File: src/rtl/z80_bus_responder.sv
// Bus-side responder for the tv80s core: turns CPU memory/IO cycles into one
// req/ack backend transaction each, stretching the CPU with wait_n meanwhile.
module z80_bus_responder #(
    parameter int unsigned MEM_WAIT    = 0,
    parameter int unsigned M1_WAIT     = 1,
    parameter int unsigned IO_WAIT     = 1,
    parameter logic [7:0]  INTA_VECTOR = 8'hFF
) (
    input  logic        clk,
    input  logic        reset,
    input  logic        m1_n,
    input  logic        mreq_n,
    input  logic        iorq_n,
    input  logic        rd_n,
    input  logic        wr_n,
    input  logic        rfsh_n,
    input  logic [15:0] A,
    input  logic [7:0]  dout,
    output logic [7:0]  di,
    output logic        wait_n,
    output logic        be_req,
    output logic        be_we,
    output logic        be_io,
    output logic [15:0] be_addr,
    output logic [7:0]  be_wdata,
    input  logic        be_ack,
    input  logic [7:0]  be_rdata
);

    localparam logic [1:0] ST_IDLE   = 2'd0;
    localparam logic [1:0] ST_ACCESS = 2'd1;
    localparam logic [1:0] ST_DONE   = 2'd2;

    // The exit test sees the counter before its decrement, so a wait of W
    // loads W-1 and yields W ACCESS cycles (a wait of 0 still needs one).
    function automatic logic [3:0] wait_load(input int unsigned w);
        int unsigned s;
        s = (w > 15) ? 15 : w;
        return (s == 0) ? 4'd0 : 4'(s - 1);
    endfunction

    localparam logic [3:0] MEM_LOAD = wait_load(MEM_WAIT);
    localparam logic [3:0] M1_LOAD  = wait_load(M1_WAIT);
    localparam logic [3:0] IO_LOAD  = wait_load(IO_WAIT);

    logic [1:0] state;
    logic [3:0] cnt;
    logic       ack_seen;
    logic       hold_io;
    logic       rw;
    logic       cyc_inta;
    logic       cyc_io;
    logic       cyc_mem;
    logic       ack;
    logic       released;

    always_comb begin
        rw       = !rd_n || !wr_n;
        cyc_inta = !iorq_n && !m1_n;
        cyc_io   = !iorq_n && m1_n && rw;
        cyc_mem  = !mreq_n && rfsh_n && rw && !cyc_inta && !cyc_io;
        ack      = be_ack && be_req;
        released = rd_n && wr_n && (hold_io ? iorq_n : mreq_n);
        wait_n   = !((state == ST_ACCESS) ||
                     ((state == ST_IDLE) && (cyc_io || cyc_mem)));
    end

    always_ff @(posedge clk) begin
        if (reset) begin
            state    <= ST_IDLE;
            cnt      <= 4'd0;
            ack_seen <= 1'b0;
            hold_io  <= 1'b0;
            di       <= 8'h00;
            be_req   <= 1'b0;
            be_we    <= 1'b0;
            be_io    <= 1'b0;
            be_addr  <= 16'h0000;
            be_wdata <= 8'h00;
        end else begin
            case (state)
                ST_IDLE: begin
                    if (cyc_inta) begin
                        di      <= INTA_VECTOR;
                        cnt     <= 4'd0;
                        hold_io <= 1'b1;
                        state   <= ST_DONE;
                    end else if (cyc_io || cyc_mem) begin
                        be_addr  <= A;
                        be_wdata <= dout;
                        be_we    <= !wr_n;
                        be_io    <= cyc_io;
                        hold_io  <= cyc_io;
                        cnt      <= cyc_io ? IO_LOAD : (!m1_n ? M1_LOAD : MEM_LOAD);
                        ack_seen <= 1'b0;
                        be_req   <= 1'b1;
                        state    <= ST_ACCESS;
                    end
                end
                ST_ACCESS: begin
                    if (cnt != 4'd0)
                        cnt <= cnt - 4'd1;
                    if (ack) begin
                        be_req   <= 1'b0;
                        ack_seen <= 1'b1;
                        // Read data is dropped if the CPU abandoned the cycle.
                        if (!be_we && !rd_n)
                            di <= be_rdata;
                    end
                    if ((ack_seen || ack) && cnt == 4'd0)
                        state <= ST_DONE;
                end
                ST_DONE: begin
                    if (released)
                        state <= ST_IDLE;
                end
                default: state <= ST_IDLE;
            endcase
        end
    end

endmodule
File: config.mk
export PLATFORM = sky130hd
export DESIGN_NAME = z80_bus_responder
export DESIGN_NICKNAME = d
export VERILOG_FILES = /design/src/rtl/z80_bus_responder.sv
export SDC_FILE = /design/constraint.sdc
export NUM_CORES = 1
export LEC_CHECK = 0
export BUFFER_PORTS_ARGS = -buffer_cell sky130_fd_sc_hd__buf_2
export CAP_MARGIN = 20
export CORE_MARGIN = 3
export CORE_UTILIZATION = 50
export CTS_BUF_LIST = sky130_fd_sc_hd__clkbuf_4 sky130_fd_sc_hd__clkbuf_8
export DETAILED_ROUTE_END_ITERATION = 12
export PLACE_DENSITY_LB_ADDON = 0.08
export SLEW_MARGIN = 20
export SYNTH_ARGS = -nofsm -noshare
export SYNTH_HDL_FRONTEND = slang
export SYNTH_SLANG_ARGS = --single-unit
File: constraint.sdc
create_clock -name clk -period 4.1 [get_ports clk]
set_input_delay 0 -clock clk [delete_from_list [all_inputs] [get_ports clk]]
set_output_delay 0 -clock clk [all_outputs]
set_load 0.05 [all_outputs]
==> flow_metrics.py, run 1 <==
metrics = {
    "status": {
        "status": "finished, final reports clean",
    },
    "critical_path": {
        "crit_type": "reg2out",
        "arrival_ns": 2.07,
        "rrSetupSlack_ns": 2.16,
        "critPathRequiredTime_ns": 4.10,
        "endpoint_kind": "output port",
        "startpoint_type": "flip-flop",
        "critPathMaxFanout": 26,
    },
    "clocking": {
        "ctsHoldBuffers": 33,
        "clockBufferDepth": 2,
        "post_cts_buffers": 0,
        "clk_pin_slew_worst_paths_ns": 0.12,
        "cts_tree": "built",
        "clock_latency_ns": 0.35,
        "cts_sinks": 43,
        "cts-root-buf": "clkbuf_4",
        "cts_buffers": 5,
        "cts_resized": 0,
        "h-tree-depth": 2,
    },
    "synthesis": {
        "yosys_warnings": 0,
        "synthAdderAreaFrac_pct": 0.709,
        "synth_mux_area_share_pct": 1.20,
        "syn_inst": 219,
        "synth_edf_count": 0,
        "synth-simple-area-share_pct": 27.1,
        "synth_top_family_by_area": "simple AND/OR/NAND/NOR gates",
        "synthTopCellsByCount": "nand2_1, dfxtp_1, a21oi_1",
        "synth_compound_area_share_pct": 17.3,
        "synth_top_area_share_pct": 48.8,
        "ys_seq_elements": 43,
        "yosysMostFrequentCell": "nand2_1",
        "synthTopCellsByArea": "dfxtp_1, nand2_1, a21oi_1, nor2_1, nor3_1",
        "yosysTopAreaCell": "dfxtp_1",
        "mappedNetlistArea_um2": 1770,
        "ys.flop_type": "dfxtp_1",
        "synth.distinct_cells": 36,
        "synthXorXnorAreaFrac_pct": 0,
        "seq_area_frac_synth_pct": 48.8,
        "syn_nets": 261,
        "syn-mean-instance-area_um2": 8.06,
        "async_reset_ff_share_pct": 0,
    },
    "timing": {
        "slew_headroom_pct": 43.1,
        "fin_crit_ns": 2.07,
        "drv_slew": 0,
        "worst_pin_slew_ns": 0.853,
        "fin_hold_ws_ns": 0.0169,
        "fmax_ghz": 0.482,
        "post-route-period-util_pct": 50.6,
        "rsz0062_at_grt": "no",
        "setup_viol": 0,
        "setup-tns-final_ns": 0,
        "hold_violations": 0,
        "fin_worst_skew_ns": 0.00772,
    },
    "floorplanning": {
        "die_height_um": 65.4,
        "dieWidth_um": 65.4,
        "coreArea_um2": 3200,
        "io_pins": 77,
        "rows": 20,
        "die-area_um2": 4280,
        "initial_utilization_pct": 55.1,
    },
    "route": {
        "drt_first_iter_violations": 138,
        "top_layer": "met4",
        "vias": 1868,
        "wl_met3_um": 343,
        "drc": 0,
        "vias_per_cell": 5.09,
        "ant_nets": 0,
        "drt-met1-wl_um": 2040,
        "drtPass1Iterations": 4,
        "avgRoutedWirePerCell_um": 12.9,
        "wl_um": 4720,
        "wl_met2_um": 2300,
    },
    "place": {
        "io_buffers": 76,
        "dp_hpwl_um": 2810,
        "gp_congestion": 0.859,
        "place_area_um2": 2130,
    },
    "layout": {
        "fin_nets": 365,
        "fillers": 252,
        "drive_gt1_share_pct": 27.2,
        "syn_to_final_growth_pct": 42.5,
        "antennaDiodeCount": 0,
        "fin_area_um2": 2510,
    },
    "pwr": {
        "peakVddDrop_uv": 258,
        "power.density_nw_per_um2": 360,
        "p_leak_nw": 1.12,
        "power_mw": 0.906,
    },
    "hold_path": {
        "worst_hold_path_type": "in2reg",
    },
    "global_route": {
        "antenna_found_initial": 0,
        "grt_pass1_wl_um": 7720,
        "grt_pass1_vias": 1670,
        "grt_max_degree": 45,
        "track_usage_pct": 22.9,
        "overflow": 0,
    },
    "run": {
        "maxCapViolCount": 0,
    },
}
-- worst paths after layout --
path              start  depth (start not counted)         end
max            state[1]                          4      wait_n
max reg2reg    state[1]                          4  be_addr[6]
min reg2reg  be_addr[7]                          2  be_addr[7]
min                wr_n                          4     hold_io
-- critical path, stage by stage, from the launching register on --
cell	delay [ns]
dfxtp_1	0.48
a211o_1	0.40
a21oi_4	0.53
nor2_1	0.07
buf_2	0.23
-- state kept, by name (all words and copies together), names as in the netlist --
| signal | flops |
|---|---|
| be_addr | 16 |
| hold_io | 1 |
| be_we | 1 |
| be_req | 1 |
| cnt | 4 |
| ack_seen | 1 |
| be_io | 1 |
| be_wdata | 8 |
| di | 8 |
| state | 2 |
-- metal layers --
layer,GRT usage (%),vias up
li1,-,955
met3,6.15,4
met4,7.51,0
met1,27.1,844
met5,0,-
met2,39.9,65
-- cell type report --
| class | count | area (µm²) | share of cell area (%) |
|---|---|---|---|
| clock buffers | 6 | 51.3 | 2.04 |
| clock inverters | 1 | 5.00 | 0.199 |
| multi-input cells | 160 | 817 | 32.5 |
| flip-flops and latches | 43 | 861 | 34.2 |
| well taps | 44 | 55.1 | 2.19 |
| inverters | 4 | 15.0 | 0.597 |
| repair buffers | 109 | 711 | 28.3 |
-- power by group --
group / internal, mW / total (mW) / switching [mW]
sequential: 0.444 / 0.462 / 0.0183
combinational: 0.0776 / 0.235 / 0.157
clock: 0.0796 / 0.209 / 0.130
-- kinds of logic (layout without fill, tap and decap cells) --
| group | Yosys count | in the layout |
|---|---|---|
| flops | 43 | 43 |
| buf+inv | 16 | 120 |
| simple gates | 108 | 108 |
| compound gates | 49 | 49 |
| fa+ha+maj | 1 | 1 |
| mux | 2 | 2 |
-- through the flow --
step / instances / util [%] / setup slack (ns)
4_1_cts: 367 / 78.5 / 2.03
3_5_place_dp: 327 / 66.4 / 2.23
5_1_grt: 367 / 78.5 / 1.88
3_3_place_gp: 327 / 66.4 / 2.27
6_report: 367 / 78.5 / 2.03
2_1_floorplan: 219 / - / 2.61
-- cell usage in the layout (no fill, tap or decap), types with 2 or more instances in the layout --
cell type and instances:
buf_2 76, dfxtp_1 43, a31oi_1 3, inv_1 3, dlygate4sd3_1 33, a21oi_1 30
nand3_1 8, nor2_1 25, clkbuf_4 5, nand2_1 53, a2111oi_0 2, a21o_1 2
o21ai_0 4, o311a_1 2, nor2b_1 3, nor3_1 11
Note: power is estimated with default switching activity, not from simulation.
==> run 2, diff against run 1 <==
- ABC_AREA: unset -> 1
- CORE_UTILIZATION: 50 -> 48
- clock period: 4.1 -> 2.15 ns (I/O delays scaled with it)
==> run 2 against run 1 <==
  * Clock power rose to 3.6 times the previous value
  * Synthesized area shrank 0.50%
  * Core utilization down 2.4 points
  * Critical path type is now in2out
  * Largest cell class unchanged
  * Largest power group is now combinational logic
  * Highest routed layer unchanged
==> flow_metrics.py, run 2 <==
metrics = {
    "status": {
        "status": "finished, final reports clean",
    },
    "run": {
        "maxCapViolCount": 0,
    },
    "clocking": {
        "clk_pin_slew_worst_paths_ns": 0.08,
        "h-tree-depth": 2,
        "cts_tree": "built",
        "cts_sinks": 43,
        "clockBufferDepth": 2,
        "cts_buffers": 5,
        "post_cts_buffers": 0,
        "clock_latency_ns": 0.29,
        "cts_resized": 0,
        "cts-root-buf": "clkbuf_8",
    },
    "critical_path": {
        "critPathMaxFanout": 27,
        "arrival_ns": 1.81,
        "critPathCapture": "wait_n",
        "r2r-start": "state[1]",
        "crit_family": "buffers and inverters",
        "critPathRequiredTime_ns": 2.15,
        "rrSetupSlack_ns": 0.63,
        "endpoint_kind": "output port",
        "r2r-end": "ack_seen",
        "critical-path-slowest-cell": "dlygate4sd3_1",
        "cp.depth": 9,
        "crit_type": "in2out",
        "cp_num_buf_inv": 5,
        "critPathMaxStageDelay_ns": 0.54,
        "crit_start": "wr_n",
        "startpoint_type": "input port",
        "path_cells": "dlygate4sd3_1 > buf_2 > nand2_1 > inv_1 > nor2_2 > nand3_2 > nand2_1 > inv_1 > buf_2",
        "r2r_cells": 4,
    },
    "layout": {
        "syn_to_final_growth_pct": 49.1,
        "reg_top3": "be_addr x16, be_wdata x8, di x8",
        "fin_nets": 391,
        "largest_register_ff_count": 16,
        "utilization_pct": 76.1,
        "antennaDiodeCount": 0,
        "regMostFlops": "be_addr",
        "drive_gt1_share_pct": 27.1,
        "final_common_cell": "buf_2",
        "final_cell_mix": "buf_2, nand2_1, dfxtp_1, a21oi_1, dlygate4sd3_1",
    },
    "floorplanning": {
        "coreArea_um2": 3440,
        "die_height_um": 66.5,
        "dieWidth_um": 66.5,
        "io_pins": 77,
        "initial_utilization_pct": 51.0,
        "die-area_um2": 4420,
        "rows": 21,
    },
    "timing": {
        "rsz0062_at_grt": "no",
        "fin_crit_ns": 1.81,
        "worst_pin_slew_ns": 0.533,
        "drv_slew": 0,
        "hold_violations": 0,
        "fin_worst_skew_ns": 0.00801,
        "post-route-period-util_pct": 84.1,
        "fmax_ghz": 0.553,
        "slew_headroom_pct": 64.4,
        "setup-tns-final_ns": 0,
        "setup_viol": 0,
    },
    "hold_path": {
        "worst_hold_path_type": "in2reg",
    },
    "synthesis": {
        "syn_inst": 241,
        "synthTopCellsByArea": "dfxtp_1, nand2_1, a21oi_1, nor2_1, inv_1",
        "yosys_warnings": 0,
        "async_reset_ff_share_pct": 0,
        "syn-mean-instance-area_um2": 7.29,
        "yosysTopAreaCell": "dfxtp_1",
        "synthTopCellsByCount": "nand2_1, dfxtp_1, a21oi_1",
        "synth.distinct_cells": 25,
        "mappedNetlistArea_um2": 1760,
        "syn_nets": 283,
        "ys.flop_type": "dfxtp_1",
        "seq_area_frac_synth_pct": 49.0,
        "synth_top_area_share_pct": 49.0,
        "ys_seq_elements": 43,
        "yosysMostFrequentCell": "nand2_1",
        "synth_edf_count": 0,
    },
    "route": {
        "avgRoutedWirePerCell_um": 11.5,
        "ant_nets": 0,
        "drt_first_iter_violations": 82,
        "drtPass1Iterations": 4,
        "wl_um": 4550,
        "vias_per_cell": 4.73,
        "drc": 0,
        "vias": 1872,
    },
    "global_route": {
        "antenna_found_initial": 0,
        "grt_pass1_vias": 1707,
        "grt_pass1_wl_um": 7270,
        "overflow": 0,
        "grt_max_degree": 28,
        "track_usage_pct": 21.5,
    },
    "pwr": {
        "power.density_nw_per_um2": 1110,
        "p_leak_nw": 1.28,
        "peakVddDrop_uv": 715,
    },
    "place": {
        "dp_hpwl_um": 2840,
        "gp_congestion": 0.800,
        "io_buffers": 76,
    },
}
run 2: logic make-up (layout without fill, tap and decap cells):
kind of cell / after synthesis / count (layout) / synth area share, %
adders and majority gates: 1 / 1 / 0.712
xor gates and xnor gates: 1 / 1 / 0.499
AOI/OAI and AO/OA: 53 / 53 / 15.9
and+or+nand+nor: 114 / 114 / 26.4
buffers and inverters: 29 / 138 / 7.55
DFF: 43 / 43 / 49.0
run 2: area by class of cell:
class                   count  area (µm²)
flip-flops and latches     43         861
fillers                   276         823
multi-input cells         169         763
repair buffers            112         733
clock buffers               6        76.3
inverters                  18        67.6
clock inverters             2        60.1
well taps                  46        57.6
run 2: how the worst min path moves through the flow:
stage	from	endpoint	slack, ns	cells past startpoint
3_5_place_dp	wr_n	be_we	0.20	2
5_1_grt	m1_n	be_io	0.14	4
3_3_place_gp	wr_n	be_we	0.20	2
2_1_floorplan	wr_n	be_we	0.09	1
6_report	m1_n	hold_io	0.10	4
4_1_cts	m1_n	hold_io	0.10	4
run 2: per-layer routing:
metal	vias up	share of wire [%]	global-route usage [%]
li1	986	-	-
met1	823	42	25.4
met2	57	51	36.8
met3	6	5.2	4.89
met4	0	1.4	9.64
met5	-	0	0
run 2: repair_timing:
action                                  4_1_cts  5_1_grt
endpoints found under the hold margin        33        0
hold buffers                                 33        0
endpoints found under the setup margin        0        0
run 2: tightest hold or removal path: cells and delay by family:
kind                   cells  cell delay, ns
buffers and inverters      1            0.09
AO/OA/AOI/OAI              1            0.05
AND/OR/NAND/NOR            2            0.21
run 2: where the power goes:
part	internal (mW)	switching, mW	leakage (nW)	total [mW]
Clock	0.477	0.265	0.0688	0.742
Combinational	0.337	0.795	0.861	1.13
Sequential	0.935	0.0868	0.353	1.02
run 2: through the flow:
step	power [mW]	instances	hold WS, ns	instance area, µm²	setup WS, ns
floorplan	1.89	241	0.0896	1760	0.692
global placement	2.10	355	0.196	2150	0.683
detailed placement	2.11	355	0.197	2150	0.647
CTS	2.90	396	0.101	2620	0.313
global route	3.07	396	0.140	2620	0.0852
finish	2.89	396	0.103	2620	0.342
